$ cat config.mk
export PLATFORM = sky130hd
export DESIGN_NAME = spike_classifier_flat
export DESIGN_NICKNAME = d
export VERILOG_FILES = /design/src/rtl/spike_classifier_pkg.sv /design/src/rtl/spike_classifier_if.sv /design/src/rtl/spike_counter.sv /design/src/rtl/spike_classifier.sv /design/src/flat_wrapper.sv
export SDC_FILE = /design/constraint.sdc
export NUM_CORES = 1
export LEC_CHECK = 0
export CORE_MARGIN = 3
export CORE_UTILIZATION = 30
export DETAILED_ROUTE_END_ITERATION = 8
export SYNTH_ARGS = -nofsm -noshare
export SYNTH_HDL_FRONTEND = slang
export SYNTH_SLANG_ARGS = --single-unit
$ cat constraint.sdc
create_clock -name clk -period 2.75 [get_ports clk]
set_input_delay 0.55 -clock clk [delete_from_list [all_inputs] [get_ports clk]]
set_output_delay 0.55 -clock clk [all_outputs]
set_load 0.05 [all_outputs]
$ cat src/rtl/spike_classifier_pkg.sv
// Shared types for the spike classifier: FSM state encoding and step-counter width.
// Optional margin outputs are enabled by SPK_CLS_MARGIN_EN (see spike_classifier.sv).
package snn_cls_pkg;

   typedef enum logic [1:0] {
      IDLE   = 2'd0,
      ACCUM  = 2'd1,
      DECIDE = 2'd2,
      DONE   = 2'd3
   } cls_state_t;

   localparam int STEP_W = 16;

   // Class index width, never narrower than one bit
   function automatic int cls_w(input int n);
      return (n > 1) ? $clog2(n) : 1;
   endfunction

endpackage

$ cat src/rtl/spike_classifier_if.sv
// Host-side bus of the spike classifier: window control, spike input, result handshake.
// SPK_CLS_MARGIN_EN adds min_margin / margin / low_conf.
interface spike_classifier_if
   import snn_cls_pkg::*;
#(
   parameter int N_OUT = 2,
   parameter int CNT_W = 8
);
   localparam int CLS_W = cls_w(N_OUT);

   logic                   pulse;
   logic                   start;
   logic [N_OUT-1:0]       spike_in;
   logic                   ack;
   logic                   busy;
   logic                   valid;
   logic [CLS_W-1:0]       class_out;
   logic [CNT_W-1:0]       win_count;
   logic [N_OUT*CNT_W-1:0] counts;
`ifdef SPK_CLS_MARGIN_EN
   logic [CNT_W-1:0]       min_margin;
   logic [CNT_W-1:0]       margin;
   logic                   low_conf;

   modport master (
      output pulse, start, spike_in, ack, min_margin,
      input  busy, valid, class_out, win_count, counts, margin, low_conf
   );
   modport slave (
      input  pulse, start, spike_in, ack, min_margin,
      output busy, valid, class_out, win_count, counts, margin, low_conf
   );
`else
   modport master (
      output pulse, start, spike_in, ack,
      input  busy, valid, class_out, win_count, counts
   );
   modport slave (
      input  pulse, start, spike_in, ack,
      output busy, valid, class_out, win_count, counts
   );
`endif

endinterface

$ cat src/rtl/spike_counter.sv
// One saturating per-neuron spike counter with synchronous clear and count enable.
module spike_counter #(
   parameter int CNT_W = 8
) (
   input  logic             clk,
   input  logic             reset,
   input  logic             i_clr,
   input  logic             i_en,
   input  logic             i_spike,
   output logic [CNT_W-1:0] o_count
);

   logic [CNT_W-1:0] r_count;

   always_ff @(posedge clk) begin
      if (!reset || i_clr) begin
         r_count <= '0;
      end else if (i_en && i_spike && (r_count != {CNT_W{1'b1}})) begin
         r_count <= r_count + 1'b1;
      end
   end

   assign o_count = r_count;

endmodule

$ cat src/rtl/spike_classifier.sv
// Counts output-neuron spikes over WINDOW pulses and reports the argmax via valid/ack.
// Define SPK_CLS_MARGIN_EN to add the winner-vs-runner-up margin and low-confidence flag.
module spike_classifier
   import snn_cls_pkg::*;
#(
   parameter int N_OUT  = 2,
   parameter int CNT_W  = 8,
   parameter int WINDOW = 100
) (
   input  logic              clk,
   input  logic              reset,
   spike_classifier_if.slave bus
);

   localparam int CLS_W = cls_w(N_OUT);

   cls_state_t             r_state;
   cls_state_t             w_next;
   logic [STEP_W-1:0]      r_step;
   logic                   w_clr;
   logic                   w_cnt_en;
   logic                   w_last;
   logic [CNT_W-1:0]       w_cnt [N_OUT];
   logic [N_OUT*CNT_W-1:0] w_counts;
   logic [CLS_W-1:0]       w_best_idx;
   logic [CNT_W-1:0]       w_best;
   logic [CLS_W-1:0]       r_class;
   logic [CNT_W-1:0]       r_win;

   assign w_clr    = (r_state == IDLE) && bus.start;
   assign w_cnt_en = (r_state == ACCUM) && bus.pulse;
   assign w_last   = w_cnt_en && (r_step == STEP_W'(WINDOW - 1));

   always_ff @(posedge clk) begin
      if (!reset) begin
         r_state <= IDLE;
      end else begin
         r_state <= w_next;
      end
   end

   always_comb begin
      w_next = r_state;
      case (r_state)
         IDLE:    if (bus.start) w_next = ACCUM;
         ACCUM:   if (w_last)    w_next = DECIDE;
         DECIDE:                 w_next = DONE;
         DONE:    if (bus.ack)   w_next = IDLE;
         default:                w_next = IDLE;
      endcase
   end

   always_ff @(posedge clk) begin
      if (!reset || w_clr) begin
         r_step <= '0;
      end else if (w_cnt_en) begin
         r_step <= r_step + 1'b1;
      end
   end

   for (genvar g = 0; g < N_OUT; g++) begin : g_cnt
      spike_counter #(.CNT_W(CNT_W)) u_cnt (
         .clk     (clk),
         .reset   (reset),
         .i_clr   (w_clr),
         .i_en    (w_cnt_en),
         .i_spike (bus.spike_in[g]),
         .o_count (w_cnt[g])
      );
   end

   always_comb begin
      w_counts = '0;
      for (int i = 0; i < N_OUT; i++) begin
         w_counts[i*CNT_W +: CNT_W] = w_cnt[i];
      end
   end

`ifdef SPK_CLS_MARGIN_EN
   logic [CNT_W-1:0] w_second;
   logic [CNT_W-1:0] w_margin;
   logic [CNT_W-1:0] r_margin;
   logic             r_low_conf;
`endif

   // Strict '>' keeps the earliest index on ties; the displaced best becomes runner-up
   always_comb begin
      w_best     = '0;
      w_best_idx = '0;
`ifdef SPK_CLS_MARGIN_EN
      w_second   = '0;
`endif
      for (int i = 0; i < N_OUT; i++) begin
         if (w_cnt[i] > w_best) begin
`ifdef SPK_CLS_MARGIN_EN
            w_second   = w_best;
`endif
            w_best     = w_cnt[i];
            w_best_idx = CLS_W'(i);
         end
`ifdef SPK_CLS_MARGIN_EN
         else if (w_cnt[i] > w_second) begin
            w_second = w_cnt[i];
         end
`endif
      end
   end

   always_ff @(posedge clk) begin
      if (!reset) begin
         r_class <= '0;
         r_win   <= '0;
      end else if (r_state == DECIDE) begin
         r_class <= w_best_idx;
         r_win   <= w_best;
      end
   end

`ifdef SPK_CLS_MARGIN_EN
   assign w_margin = w_best - w_second;

   always_ff @(posedge clk) begin
      if (!reset) begin
         r_margin   <= '0;
         r_low_conf <= 1'b0;
      end else if (r_state == DECIDE) begin
         r_margin   <= w_margin;
         r_low_conf <= (w_margin < bus.min_margin);
      end
   end

   assign bus.margin   = r_margin;
   assign bus.low_conf = r_low_conf;
`endif

   assign bus.busy      = (r_state == ACCUM) || (r_state == DECIDE);
   assign bus.valid     = (r_state == DONE);
   assign bus.class_out = r_class;
   assign bus.win_count = r_win;
   assign bus.counts    = w_counts;

endmodule

$ cat src/flat_wrapper.sv
// flat-port wrapper written by rule: the top's interface ports become plain ports
module spike_classifier_flat import snn_cls_pkg::*;
#(
   parameter int N_OUT  = 2,
   parameter int CNT_W  = 8,
   parameter int WINDOW = 100
)
  (clk, reset, bus_pulse, bus_start, bus_spike_in, bus_ack, bus_busy, bus_valid, bus_class_out, bus_win_count, bus_counts);
  spike_classifier_if #(.N_OUT(N_OUT), .CNT_W(CNT_W)) bus_i ();
  input  logic clk;
  input  logic reset;
  input wire logic [$bits(bus_i.pulse)-1:0] bus_pulse;
  input wire logic [$bits(bus_i.start)-1:0] bus_start;
  input wire logic [$bits(bus_i.spike_in)-1:0] bus_spike_in;
  input wire logic [$bits(bus_i.ack)-1:0] bus_ack;
  output wire logic [$bits(bus_i.busy)-1:0] bus_busy;
  output wire logic [$bits(bus_i.valid)-1:0] bus_valid;
  output wire logic [$bits(bus_i.class_out)-1:0] bus_class_out;
  output wire logic [$bits(bus_i.win_count)-1:0] bus_win_count;
  output wire logic [$bits(bus_i.counts)-1:0] bus_counts;
  assign bus_i.pulse = bus_pulse;
  assign bus_i.start = bus_start;
  assign bus_i.spike_in = bus_spike_in;
  assign bus_i.ack = bus_ack;
  assign bus_busy = bus_i.busy;
  assign bus_valid = bus_i.valid;
  assign bus_class_out = bus_i.class_out;
  assign bus_win_count = bus_i.win_count;
  assign bus_counts = bus_i.counts;
  spike_classifier #(.N_OUT(N_OUT), .CNT_W(CNT_W), .WINDOW(WINDOW)) u_core (.clk(clk), .reset(reset), .bus(bus_i));
endmodule
==> flow_summary.yaml <==
logic_synthesis:
  synth_async_sr_flop_share_pct: 0
  synth_flop_cell: "dfxtp_1"
  synth_nets: 289
  ys_ff_latch: 43
  synthCells: 265
  netlist_area_um2: 2290
  ys_types: 45
  synth_edf_count: 0
  synth_area_per_cell_um2: 8.66
  yosysSeqAreaShare_pct: 37.5
  synth_warnings: 0
finish:
  area.sequential_um2: 862
  insertedDiodeCount: 0
  n_fill_cell: 731
  multi_input_area_um2: 1330
  drive_above_1_share_pct: 7.87
  final_common_cell: "dfxtp_1"
  mostFrequentLayoutCells: "dfxtp_1 (42), clkdlybuf4s50_1 (33), nor2_1 (29), nand3_1 (21), o21ai_0 (18)"
  area_delta_synth_final_pct: 26.3
  finalNonFillerCells: 404
  final_nets: 329
placement:
  numPortBuffers: 33
  routabilityCongestion: 0.818
  dpl.hpwl_mm: 3.89
  post-place-cells: 397
global_route:
  grt_max_degree: 33
  grt_use_total_pct: 12.9
  grt.overflow.total: 0
  grt_pass1_vias: 1850
  antenna_found_initial: 0
  grt_pass1_wl_mm: 9.08
cts:
  clk_path_buf_depth: 2
  numCtsBuffers: 5
  cts_tree: "done"
  hold_buffers: 0
  postCtsSetupBuffers: 0
  ctsResizeCount: 0
  clock-sinks: 43
  clk_latency_ns: 0.30
  root_buffer: "clkbuf_8"
  cts-htree-levels: 2
  path_clk_slew_ns: 0.08
sta:
  slew_violations: 0
  tightest_slew_ns: 0.652
  slew_headroom_pct: 56.1
  period_share_pct: 89.5
  max_freq_mhz: 406
  setup_violations: 0
  setup-tns-final_ns: 0
  hold_violations: 0
  period_needed_ns: 2.46
  rsz0062_at_grt: "no"
  skew_ns: 0.00780
hold_path:
  hold_class: "reg -> reg"
power_and_ir_drop:
  finalPower_w: 0.00177
  p_leak_nw: 0.984
  ir_worst_vdd_mv: 0.240
  cellPowerDensity_nw_per_um2: 611
floorplan:
  die_w_um: 93.5
  design.core.area_um2: 7330
  rows: 31
  start_util_pct: 31.3
  die_area_um2: 8730
  io_pins: 34
  die_height_um: 93.5
routing:
  drtIter0Drc: 60
  drt-total-wl_mm: 5.35
  firstDrtPassIters: 4
  ant_nets: 0
  drc: 0
  vias: 1976
  vias_per_cell: 4.89
  wire_per_inst_um: 13.3
critical_path:
  cpPeakStageDelay_ns: 0.41
  end_kind: "register"
  worstSetupStartpointType: "register"
  crit_arrival_ns: 2.69
  path_class: "reg -> reg"
  worstPathRequired_ns: 2.98
  cp_slowest_cell: "dfxtp_1"
  crit_fanout: 7
  path_cells: "inv_1, ha_1, nor4b_2, nand2_1, nand2_1, ha_1, nor2b_1, o21ai_0, nor4bb_4, o21ai_0, a31oi_1"
run_status:
  outcome: "finished, final reports clean"
run:
  max-cap-violations: 0
==> synthesized netlist by cell type (all sizes together), types with 6 or more instances <==
cell | number | area, um2
dfxtp | 43 | 861
nor2 | 29 | 109
o21ai | 22 | 110
nand3 | 21 | 105
nand2 | 18 | 77.6
ha | 17 | 213
inv | 13 | 48.8
xnor2 | 13 | 114
xor2 | 11 | 96.3
a21oi | 8 | 40.0
a31oi | 8 | 50.1
and4 | 6 | 53.8
==> cell families after synthesis <==
family | Yosys count | share of synthesized area (%)
and+or+nand+nor | 102 | 23.2
AOI/OAI and AO/OA | 51 | 13.5
DFF | 43 | 37.5
xor gates and xnor gates | 24 | 9.16
buffers and inverters | 24 | 5.67
adders and majority gates | 17 | 9.27
muxes | 4 | 1.74
==> flip-flops by register name, indices dropped and copies added (netlist names) <==
name and count:
u_core.g_cnt.u_cnt.o_count 16, u_core.r_step 16, u_core.bus.class_out 1, u_core.bus.win_count 8
u_core.r_state 2
==> final cells by class <==
| type | instances | area share [%] |
|---|---|---|
| multi-input cells | 198 | 45.7 |
| flip-flops and latches | 43 | 29.7 |
| repair buffers | 42 | 13.7 |
| well taps | 99 | 4.27 |
| inverters | 15 | 2.89 |
| clock buffers | 5 | 2.37 |
| clock inverters | 2 | 1.29 |
==> metal layers <==
metal	vias up	GRT usage, %	share of wire (%)
li1	1018	-	-
met1	914	18.1	50
met2	40	19.9	45
met3	4	2.74	3.7
met4	0	3.91	1.1
met5	-	0	0
==> critical path, delay by kind of cell (launching register included) <==
family          cells  cell delay [ns]
buf+inv             1             0.08
flops               1             0.41
compound gates      3             0.60
fa+ha+maj           2             0.49
simple gates        5             0.81
==> where the power goes <==
group	switching, W	internal (W)
clock	0.000220	0.000266
sequential	0.0000383	0.000679
combinational	0.000376	0.000192
total	0.000635	0.00114
==> through the flow <==
stage / hold WS (ns) / worst slack (ns) / utilization (%) / instance area (um2)
after floorplan: 0.468 / 0.0652 / - / 2300
after global placement: 0.457 / 0.234 / 37.9 / 2780
after detailed placement: 0.461 / 0.103 / 37.9 / 2780
after CTS: 0.475 / 0.0978 / 39.3 / 2880
after global routing: 0.505 / 0.0289 / 39.5 / 2900
final: 0.471 / 0.288 / 39.5 / 2900
==> worst paths after layout <==
check,slack (ns),cells past startpoint,end,from
worst max-delay path,0.29,11,u_core.bus.win_count[3]$_SDFFE_PN0P_,u_core.g_cnt[0].u_cnt.o_count[1]$_SDFFE_PP0P_
worst min-delay path,0.47,2,u_core.bus.class_out$_SDFFE_PN0P_,u_core.bus.class_out$_SDFFE_PN0P_
worst max register to register,0.29,11,u_core.bus.win_count[3]$_SDFFE_PN0P_,u_core.g_cnt[0].u_cnt.o_count[1]$_SDFFE_PP0P_
worst min register to register,0.47,2,u_core.bus.class_out$_SDFFE_PN0P_,u_core.bus.class_out$_SDFFE_PN0P_
No activity file was read; power rests on OpenSTA's default activity.
